### src/rtl/card_shoe.sv
// card_shoe: card source for the blackjack top. Random mode deals from a
// multi-deck shoe without replacement; modes 1..4 replay fixed deal scripts.
module card_shoe #(
    parameter int unsigned NUM_DECKS  = 1,
    parameter logic [15:0] LFSR_SEED  = 16'hACE1,
    parameter int unsigned SCRIPT_LEN = 8
) (
    input  logic       clk,
    input  logic       reset,
    input  logic [2:0] mode,
    input  logic       draw_req,
    input  logic       shuffle,
    output logic       card_valid,
    output logic [3:0] card_rank,
    output logic [5:0] card_value,
    output logic       busy,
    output logic [7:0] cards_left,
    output logic       shoe_empty,
    output logic       draw_err
);

    localparam int unsigned     PTR_W     = (SCRIPT_LEN > 1) ? $clog2(SCRIPT_LEN) : 1;
    localparam logic [4:0]      RANK_FULL = 5'(4 * NUM_DECKS);
    localparam logic [7:0]      SHOE_FULL = 8'(52 * NUM_DECKS);
    localparam logic [PTR_W-1:0] PTR_LAST = PTR_W'(SCRIPT_LEN - 1);

    typedef enum logic {IDLE, SEARCH} state_t;

    state_t            state, state_nx;
    logic [15:0]       lfsr;
    logic [2:0]        mode_q;
    logic [PTR_W-1:0]  ptr;
    logic [13:1][4:0]  count;
    logic [3:0]        cand_q;
    logic [3:0]        look;
    logic [3:0]        look_nx;
    logic              scripted;
    logic              hit;
    logic              deal_rand;
    logic              deal_script;
    logic              go_search;
    logic              reject;

    // Script rows packed one nibble per deal position, position 0 in the low nibble.
    function automatic logic [3:0] script_rank(input logic [2:0] m, input logic [2:0] idx);
        logic [31:0] row;
        case (m)
            3'd1:    row = {4'd5, 4'd3, 4'd2, 4'd4, 4'd8, 4'd10, 4'd7, 4'd9};
            3'd2:    row = {4'd5, 4'd3, 4'd6, 4'd2, 4'd8, 4'd10, 4'd7, 4'd9};
            3'd3:    row = {4'd5, 4'd4, 4'd3, 4'd2, 4'd1, 4'd10, 4'd7, 4'd9};
            3'd4:    row = {4'd2, 4'd8, 4'd4, 4'd8, 4'd10, 4'd10, 4'd7, 4'd9};
            default: row = '0;
        endcase
        return row[{idx, 2'b00} +: 4];
    endfunction

    function automatic logic [5:0] rank_value(input logic [3:0] r);
        if (r == 4'd1)
            return 6'd11;
        else if (r >= 4'd11)
            return 6'd10;
        else
            return {2'b00, r};
    endfunction

    assign busy       = (state == SEARCH);
    assign shoe_empty = (cards_left == 8'd0);

    // Free-running Fibonacci LFSR, taps 16,14,13,11.
    always_ff @(posedge clk) begin
        if (!reset)
            lfsr <= LFSR_SEED;
        else
            lfsr <= {lfsr[14:0], lfsr[15] ^ lfsr[13] ^ lfsr[12] ^ lfsr[10]};
    end

    // FSM state register.
    always_ff @(posedge clk) begin
        if (!reset)
            state <= IDLE;
        else
            state <= state_nx;
    end

    // Next state and deal decisions; IDLE probes the LFSR rank, SEARCH walks the stored candidate.
    always_comb begin
        state_nx    = state;
        deal_rand   = 1'b0;
        deal_script = 1'b0;
        go_search   = 1'b0;
        reject      = 1'b0;
        scripted    = (mode_q >= 3'd1) && (mode_q <= 3'd4);
        look        = cand_q;
        if (state == IDLE)
            look = 4'(lfsr % 16'd13) + 4'd1;
        hit     = (count[look] != 5'd0);
        look_nx = (look == 4'd13) ? 4'd1 : look + 4'd1;
        if (shuffle) begin
            state_nx = IDLE;
        end else if (state == SEARCH) begin
            if (hit) begin
                deal_rand = 1'b1;
                state_nx  = IDLE;
            end
        end else if (draw_req) begin
            if (scripted) begin
                deal_script = 1'b1;
            end else if (cards_left == 8'd0) begin
                reject = 1'b1;
            end else if (hit) begin
                deal_rand = 1'b1;
            end else begin
                go_search = 1'b1;
                state_nx  = SEARCH;
            end
        end
    end

    // Shoe contents, script pointer, latched mode and registered card outputs.
    always_ff @(posedge clk) begin
        if (!reset) begin
            card_valid <= 1'b0;
            card_rank  <= '0;
            card_value <= '0;
            draw_err   <= 1'b0;
            cards_left <= SHOE_FULL;
            ptr        <= '0;
            mode_q     <= mode;
            cand_q     <= 4'd1;
            for (int unsigned i = 1; i <= 13; i++)
                count[4'(i)] <= RANK_FULL;
        end else begin
            card_valid <= deal_rand | deal_script;
            draw_err   <= reject;
            if (go_search || state == SEARCH)
                cand_q <= look_nx;
            if (shuffle) begin
                cards_left <= SHOE_FULL;
                ptr        <= '0;
                mode_q     <= mode;
                for (int unsigned i = 1; i <= 13; i++)
                    count[4'(i)] <= RANK_FULL;
            end else if (deal_rand) begin
                card_rank   <= look;
                card_value  <= rank_value(look);
                count[look] <= count[look] - 5'd1;
                cards_left  <= cards_left - 8'd1;
            end else if (deal_script) begin
                card_rank  <= script_rank(mode_q, 3'(ptr));
                card_value <= rank_value(script_rank(mode_q, 3'(ptr)));
                ptr        <= (ptr == PTR_LAST) ? '0 : ptr + 1'b1;
            end
        end
    end

endmodule

### config.mk
export PLATFORM = sky130hd
export DESIGN_NAME = card_shoe
export DESIGN_NICKNAME = d
export VERILOG_FILES = /design/src/rtl/card_shoe.sv
export SDC_FILE = /design/constraint.sdc
export NUM_CORES = 1
export LEC_CHECK = 0
export CAP_MARGIN = 20
export CORE_MARGIN = 3
export CORE_UTILIZATION = 50
export CTS_BUF_LIST = sky130_fd_sc_hd__clkbuf_4 sky130_fd_sc_hd__clkbuf_8
export CTS_CLUSTER_DIAMETER = 80
export CTS_CLUSTER_SIZE = 20
export DETAILED_ROUTE_END_ITERATION = 7
export GPL_TIMING_DRIVEN = 0
export PLACE_DENSITY_LB_ADDON = 0.12
export SLEW_MARGIN = 30
export SYNTH_ARGS = -nofsm -noshare
export SYNTH_HDL_FRONTEND = slang
export SYNTH_SLANG_ARGS = --single-unit
### constraint.sdc
create_clock -name clk -period 18.7 [get_ports clk]
set_input_delay 1.87 -clock clk [delete_from_list [all_inputs] [get_ports clk]]
set_output_delay 1.87 -clock clk [all_outputs]
set_load 0.005 [all_outputs]
==> impl_results.md <==
* Async set-reset flop share out of synthesis at 0
* Net count, final at 1201
* Endpoints failing setup at 0
* Slowest cell delay on critical path at 680 ps
* Via count of the routed design at 9119
* Final critical delay including setup and external delays at 13630 ps
* Worst setup EP type: flip-flop
* Number of I/O pins at 29
* N_diodes at 0
* Final wirelength at 26800 um
* Placeable core region at 17600 sq um
* Clock sinks at 110
* Fin crit share at 0.729
* Final-layout setup total negative slack at 0 ps
* Horiz. Die Dim at 141 um
* Total number of yosys warnings at 0
* CTS max path bufs at 2
* Clock latency on the worst-skew pair at 400 ps
* Wire length of the first global-routing pass at 44200 um
* Combined area of all synthesized cells at 9110 sq um
* Aggregate global-route resource usage at 0.268
* Cell depth of the worst hold path at 2
* Number of resized instances in the post-cts repair step at 0
* Post-synth top area cell: dfxtp_1
* Routed wirelength normalized by instance count at 19.0 um
* CTS H-Tree Depth at 3
* DRC errors left at 0
* Maximum Capacitance Violations at 0
* First-pass detailed-route iteration total at 5
* Data arrival time at the worst-slack endpoint at 13960 ps
* Placement Rows at 48
* Setup repair after global routing missed its margin: no
* Share of final-layout standard cells stronger than drive strength 1 at 0.114
* Hold Vio Cnt, Final at 0
* Footprint of the multi-input gates at 6320 sq um
* Most used standard cells in the synthesized netlist: nand2_1, dfxtp_1, mux2i_1
* Sequential-to-total area share from yosys stat at 0.245
* EDFF count, synth at 3
* Sequential cell area in the final layout at 2230 sq um
* Routability Congestion at 0.944
* Area delta synth->final at 8.31%
* Number of synthesized register bits at 110
* Clock buffers created by TritonCTS at 9
* HPWL after detailed placement at 20000 um
* Vias per std cell at 6.45
* Die height at 141 um
* Grt ovf at 0
* Pin count of the biggest net entering global routing at 21
* Crit path max-delay cell type: clkbuf_1
* Slew at the pin closest to its max-slew limit at 849 ps
* Number of design-rule violations left by the first detailed-router iteration at 828
* Worst Setup Path Type: reg2reg
* Startpoint type of the worst setup path: flip-flop
* Type of the most critical hold path: reg2reg
* Clock-pin slew of the registers on the worst-case setup and hold paths at 110 ps
* Relative slew slack at 0.418
* Post-Syn Area per Cell at 7.95 sq um
* Most common cell in the netlist: nand2_1
* Clock root buffer: clkbuf_8
* Critical path data required time at 19040 ps
* Post-CTS Setup Repair Bufs at 0
* Area share of the largest cell type after synthesis at 0.235
* Final setup skew at 17.5 ps
* Antenna violations before repair at 0
* Ys flop type: dfxtp_1
* Count of buffers from port buffering at 26
* Vias in the first global route at 8604
* Overall die area at 19900 sq um
* Starting utilization of the core area at 0.518
* Fin. max-slew vios at 0
* Post-Synthesis Cells at 1146
* Clock tree from TritonCTS: yes
* Status: finished clean
* Library cells used by synthesis at 106
* Fillcell total at 1722
* Hold Buf Count CTS at 0
* Area contributors post-synth: dfxtp_1, mux2i_1, nand2_1
* Maximum fanout count along the critical path at 10
* Cell repeated most along the worst path: mux2i_1
* Count of nets left with antenna violations after detail routing at 0
* Maximum clock rate at 0.0734 GHz
* Number of cells traversed by the worst register-to-register path at 48
==> routing by layer <==
| layer | vias to the layer above | share of wire | wire length, um | GRT usage |
|---|---|---|---|---|
| li1 | 4434 | - | - | - |
| met3 | 58 | 0.050 | 1330 | 0.0275 |
| met2 | 300 | 0.47 | 12600 | 0.440 |
| met4 | 0 | 0.029 | 777 | 0.103 |
| met5 | - | 0 | 0 | 0 |
| met1 | 4327 | 0.45 | 12100 | 0.363 |
==> registers in the layout (all words and copies together), names as in the netlist <==
name        cells
count          65
card_rank       4
draw_err        1
cand_q          4
card_valid      1
cards_left      8
mode_q          3
card_value      4
busy            1
lfsr           16
ptr             3
==> worst paths after layout <==
path	slack, ps	to	from
hold reg to reg	460	count[50]	count[50]
hold / removal	460	count[50]	count[50]
setup / recovery	5070	count[2]	lfsr[10]
setup reg to reg	5070	count[2]	lfsr[10]
==> critical path, delay by kind of cell (launching register included) <==
family	cells	cell delay, ps
AO/OA/AOI/OAI	13	3900
XOR/XNOR	1	360
adder cells (fa/ha/maj)	4	970
buffers and inverters	8	2500
flip-flops	1	440
multiplexers	6	1710
AND/OR/NAND/NOR	16	3650
==> per-stage QoR <==
stage	area, sq um	setup slack (ps)	instances	utilization	hold slack, ps
finish	9870	5070	1414	0.561	463
global placement	9660	5630	1398	0.549	441
global route	9870	4120	1414	0.561	477
floorplan	9120	8150	1147	-	431
CTS	9870	5450	1414	0.561	465
detailed placement	9660	5530	1398	0.549	447
==> cell type report <==
cell class | count | share of cell area
inverters | 25 | 0.00951
repair buffers | 26 | 0.0264
plain buffers | 96 | 0.0480
well taps | 225 | 0.0285
clock buffers | 9 | 0.0125
flip-flops and latches | 110 | 0.226
multi-input cells | 916 | 0.640
clock inverters | 7 | 0.00887
==> logic make-up after synthesis <==
kind of cell,after synthesis,share of synthesized area
flip-flops,110,0.245
multiplexers,105,0.122
AND/OR/NAND/NOR,439,0.246
AO/OA/AOI/OAI,340,0.291
other,1,0.000411
adder cells (fa/ha/maj),10,0.0137
buffers and inverters,121,0.0623
XOR/XNOR,20,0.0192
==> cell usage in the layout (no fill, tap or decap), types with 21 or more instances in the layout <==
master	instances
mux2i_1	90
clkbuf_1	51
o21ai_0	22
buf_2	25
a21oi_1	55
nand3_1	45
inv_1	22
clkdlybuf4s50_1	26
nor2_1	73
nor3_1	36
nand2_1	140
dfxtp_1	107
or3_1	22
o211ai_1	21
Power is left out: the tool's default activity adds up to more than one toggle a clock period on the data nets, which glitch-free logic cannot reach.
